## src/rtl/sine_pwm_dac.sv

```systemverilog
// Decimating sine-to-PWM stage: latches one attenuated, offset-binary sample per PWM period
// and drives a 1-bit PWM pin for an external RC reconstruction filter.
//
// state | meaning
// IDLE  | stopped, counter parked at 0, pin low
// RUN   | PWM period in progress, enable high
// DRAIN | enable dropped mid-period, finishing the current period
module sine_pwm_dac #(
    parameter int PWM_BITS = 8
) (
    input  logic                clk_1mhz,
    input  logic                reset,
    input  logic                enable,
    input  logic [15:0]         sample_in,
    input  logic [1:0]          gain_shift,
    output logic                pwm_out,
    output logic [PWM_BITS-1:0] duty_out,
    output logic                sample_strobe,
    output logic                busy
);

    typedef enum logic [1:0] {
        IDLE  = 2'd0,
        RUN   = 2'd1,
        DRAIN = 2'd2
    } state_t;

    state_t state, state_nxt;

    logic [PWM_BITS-1:0] counter;
    logic signed [15:0]  scaled;
    logic [15:0]         offset;
    logic [PWM_BITS-1:0] duty_next;
    logic                tc;
    logic                load;
    logic                clear;
    logic                count_en;

    // Attenuate, flip the sign bit into offset binary, keep the top PWM_BITS bits.
    assign scaled    = $signed(sample_in) >>> gain_shift;
    assign offset    = scaled ^ 16'h8000;
    assign duty_next = offset[15 -: PWM_BITS];
    assign tc        = (counter == {PWM_BITS{1'b1}});

    always_ff @(posedge clk_1mhz) begin
        if (reset) state <= IDLE;
        else       state <= state_nxt;
    end

    always_comb begin
        state_nxt = state;
        case (state)
            IDLE:       if (enable) state_nxt = RUN;
            RUN, DRAIN: begin
                if (tc) state_nxt = enable ? RUN : IDLE;
                else    state_nxt = enable ? RUN : DRAIN;
            end
            default:    state_nxt = IDLE;
        endcase
    end

    always_comb begin
        load     = 1'b0;
        clear    = 1'b0;
        count_en = 1'b0;
        case (state)
            IDLE:       load = enable;
            RUN, DRAIN: begin
                if (tc) begin
                    load  = enable;
                    clear = ~enable;
                end else begin
                    count_en = 1'b1;
                end
            end
            default:    clear = 1'b1;
        endcase
    end

    always_ff @(posedge clk_1mhz) begin
        if (reset) begin
            counter       <= '0;
            duty_out      <= '0;
            sample_strobe <= 1'b0;
        end else begin
            sample_strobe <= load;
            if (load) begin
                duty_out <= duty_next;
                counter  <= '0;
            end else if (clear) begin
                duty_out <= '0;
                counter  <= '0;
            end else if (count_en) begin
                counter <= counter + PWM_BITS'(1);
            end
        end
    end

    // Pin decode uses registers only, so input glitches never reach the filter.
    assign busy    = (state != IDLE);
    assign pwm_out = busy && (counter < duty_out);

endmodule

```

## config.mk

```make
export PLATFORM = sky130hd
export DESIGN_NAME = sine_pwm_dac
export DESIGN_NICKNAME = d
export VERILOG_FILES = /design/src/rtl/sine_pwm_dac.sv
export SDC_FILE = /design/constraint.sdc
export NUM_CORES = 1
export LEC_CHECK = 0
export ABC_AREA = 1
export CAP_MARGIN = 20
export CORE_MARGIN = 3
export CORE_UTILIZATION = 49
export DETAILED_ROUTE_END_ITERATION = 10
export GPL_ROUTABILITY_DRIVEN = 0
export HOLD_SLACK_MARGIN = 0.15
export PLACE_DENSITY = 0.9
export SLEW_MARGIN = 15
export SYNTH_ARGS = -nofsm -noshare
export SYNTH_HDL_FRONTEND = slang
export SYNTH_SLANG_ARGS = --single-unit
```

## constraint.sdc

```tcl
create_clock -name clk_1mhz -period 1.9 [get_ports clk_1mhz]
set_input_delay 0.38 -clock clk_1mhz [delete_from_list [all_inputs] [get_ports clk_1mhz]]
set_output_delay 0.38 -clock clk_1mhz [all_outputs]
set_load 0.02 [all_outputs]
```

==> impl_metrics.py, run 1 <==
metrics = {
    "yosys": {
        "synth_top_flop_cell": "sky130_fd_sc_hd__dfxtp_1",
        "synthesis.nets": 236,
        "synth-seq-cells": 19,
        "synth-edff-count": 0,
        "ys_top_cells_by_area": "sky130_fd_sc_hd__dfxtp_1, sky130_fd_sc_hd__nand2_1, sky130_fd_sc_hd__ha_1",
        "ys_seq_area_share_pct": 28.1,
        "syn-instance-count": 205,
        "async_reset_ff_share_pct": 0,
        "synth_top_area_share_pct": 28.1,
        "yosys.area.top_type": "sky130_fd_sc_hd__dfxtp_1",
        "number_of_warnings_reported_in_the_yosys_synthesis_log": 0,
        "synth_area_um2": 1360,
        "synth.distinct_cells": 26,
        "syn-mean-instance-area_um2": 6.61,
    },
    "place": {
        "dpl.hpwl_mm": 2.22,
        "placed_cells": 275,
        "io_buffers": 23,
        "dp_worst_setup_slack_ns": -0.117,
    },
    "sta": {
        "worst_clock_skew_ns": 0.00874,
        "finalSetupViolCount": 0,
        "slew_at_the_pin_closest_to_its_max_slew_limit_ns": 0.410,
        "final-max-slew-violation-count": 0,
        "postLayoutSetupSlackWorst_ns": 0.0583,
        "final_hold_viol_count": 0,
        "tns_ns": 0,
        "final_min_period_over_clock_period_pct": 96.9,
        "max_freq_mhz": 543,
        "whs_ns": 0.518,
        "timing.final.crit_period_ns": 1.84,
        "worst_slew_margin_rel_pct": 72.6,
    },
    "worst_setup_path": {
        "worstSetupPathType": "reg2out",
        "worstPathMaxFanout": 2,
        "r2r_setup_slk_ns": 0.23,
        "worst_setup_path_end_kind": "output pin",
        "crit_arrival_ns": 1.46,
        "cp_data_required_time_ns": 1.52,
        "critical_path.startpoint_type": "flip-flop",
    },
    "clock_tree": {
        "cts.root.buffer_cell": "sky130_fd_sc_hd__clkbuf_4",
        "cts_max_path_buffers": 2,
        "clkLatencyLatePin_ns": 0.31,
        "cts_made_buffers": 3,
        "h-tree-depth": 1,
        "holdBufCountCts": 0,
        "numClockSinks": 19,
        "tritoncts_clock_tree": "done",
        "clk_transition_reported_paths_ns": 0.12,
    },
    "cells_and_area": {
        "layout_commonest_cell": "sky130_fd_sc_hd__nand2_1",
        "antenna_cells": 0,
        "design.final.nets": 282,
        "area_of_all_sequential_standard_cells_um2": 390,
        "mostFrequentLayoutCells": "sky130_fd_sc_hd__nand2_1, sky130_fd_sc_hd__inv_1, sky130_fd_sc_hd__buf_4",
        "finish.utilization_pct": 73.7,
        "multi_input_logic_area_um2": 901,
        "syn_to_final_growth_pct": 38.4,
        "layoutNonFillerInstCount": 280,
        "post_route_cells_drive_above_1_share_pct": 24.8,
        "fillCellCount": 184,
    },
    "global_route": {
        "antenna_found_initial": 0,
        "grt_util_all_layers_pct": 18.5,
        "grtUsageMet3_pct": 1.97,
        "globalRoute.busiestLayer": "met2",
        "met1_usage_pct": 24.2,
        "wire_length_of_the_first_global_routing_pass_mm": 4.95,
        "grt_pass1_vias": 1240,
        "grt_max_degree": 14,
        "grt_util_met2_pct": 30.8,
        "grt_overflow": 0,
    },
    "floorplan": {
        "design.portCount": 32,
        "dieArea_um2": 3430,
        "effective_utilization_at_floorplan_pct": 53.2,
        "floorplan.core_area_um2": 2540,
        "die_y_um": 58.6,
        "placement_rows": 18,
        "die_width_um": 58.6,
    },
    "worst_hold_path": {
        "hold_path.class": "reg2reg",
    },
    "routing": {
        "remaining_drc_errors": 0,
        "detail_route.first_pass.iterations": 4,
        "routed-via-count": 1416,
        "antenna_violating_nets_post_route": 0,
        "first_iter_violations": 46,
        "vias_per_cell": 5.06,
        "wl_per_cell_um": 10.8,
        "postRouteWirelength_mm": 3.02,
    },
    "status": {
        "run_status": "completed",
    },
    "pwr": {
        "max-vdd-ir-drop_uv": 511,
        "pwr_density_cell_nw_per_um2": 517,
        "total_leakage_power_nw": 0.888,
    },
    "flow_run": {
        "drv_cap": 0,
    },
}
cell families after synthesis:
| family | count (synthesis) | synth area share (%) |
|---|---|---|
| mux | 1 | 0.739 |
| compound gates | 20 | 7.85 |
| fa+ha+maj | 10 | 9.23 |
| buf+inv | 37 | 11.4 |
| simple gates | 116 | 41.4 |
| flops | 19 | 28.1 |
| xor+xnor | 2 | 1.29 |
flip-flops by register name (all words and copies together), names as in the netlist:
register       cells
sample_strobe      1
counter            8
state              2
duty_out           8
cell usage after synthesis (all sizes together) (2+ instances only):
cell type,count
nor3,2
inv,33
nand3,13
ha,10
buf,3
nand4,11
nand2,67
o21ai,7
dfxtp,19
nor2,22
a21oi,10
metal layers:
metal | routed length, um | part of all wire [%]
met5 | 0 | 0
met4 | 49 | 1.6
met3 | 135 | 4.5
met2 | 1450 | 48
met1 | 1390 | 46
final timing paths:
check	from	endpoint	cells past startpoint
setup / recovery	duty_out[7]	duty_out[7]	3
hold / removal	duty_out[0]	duty_out[0]	2
setup reg to reg	counter[1]	counter[7]	9
hold reg to reg	duty_out[0]	duty_out[0]	2
metrics by stage:
stage / power (W) / cell area, um2
finish: 0.000969 / 1880
global route: 0.00103 / 1880
CTS: 0.000949 / 1780
detailed placement: 0.000730 / 1750
global placement: 0.000727 / 1750
floorplan: 0.000611 / 1360
worst max-delay path: stages (launching register included):
cell and delay [ns]:
sky130_fd_sc_hd__dfxtp_2 0.36, sky130_fd_sc_hd__buf_4 0.10, sky130_fd_sc_hd__buf_4 0.09, sky130_fd_sc_hd__clkdlybuf4s50_1 0.59
repair_timing:
action                     in CTS  in global routing
cloned                          0                  0
resized for setup              10                 18
setup endpoints to repair       2                  2
setup buffers                   0                  1
pin swaps                       0                  8
final cells by class:
class | count | share of cell area, %
Sequential cell | 19 | 20.8
Clock buffer | 3 | 1.20
Inverter | 33 | 6.60
Timing Repair Buffer | 45 | 20.9
Clock inverter | 1 | 0.400
Multi-Input combinational cell | 149 | 48.0
Tap cell | 30 | 2.00
report_power, final:
group          leakage (nW)  switching [W]  internal (W)
combinational         0.716       0.000174      0.000144
sequential            0.158     0.00000994      0.000419
clock                0.0139       0.000142     0.0000804
total                 0.888       0.000326      0.000643
Note: power is estimated with default switching activity, not from simulation.
==> run 2: changes to the inputs <==
Settings changed: SLEW_MARGIN 15 to 25.
==> results of run 2 <==
Same layout as run 1: the final DEF is identical, and so are final timing and power.
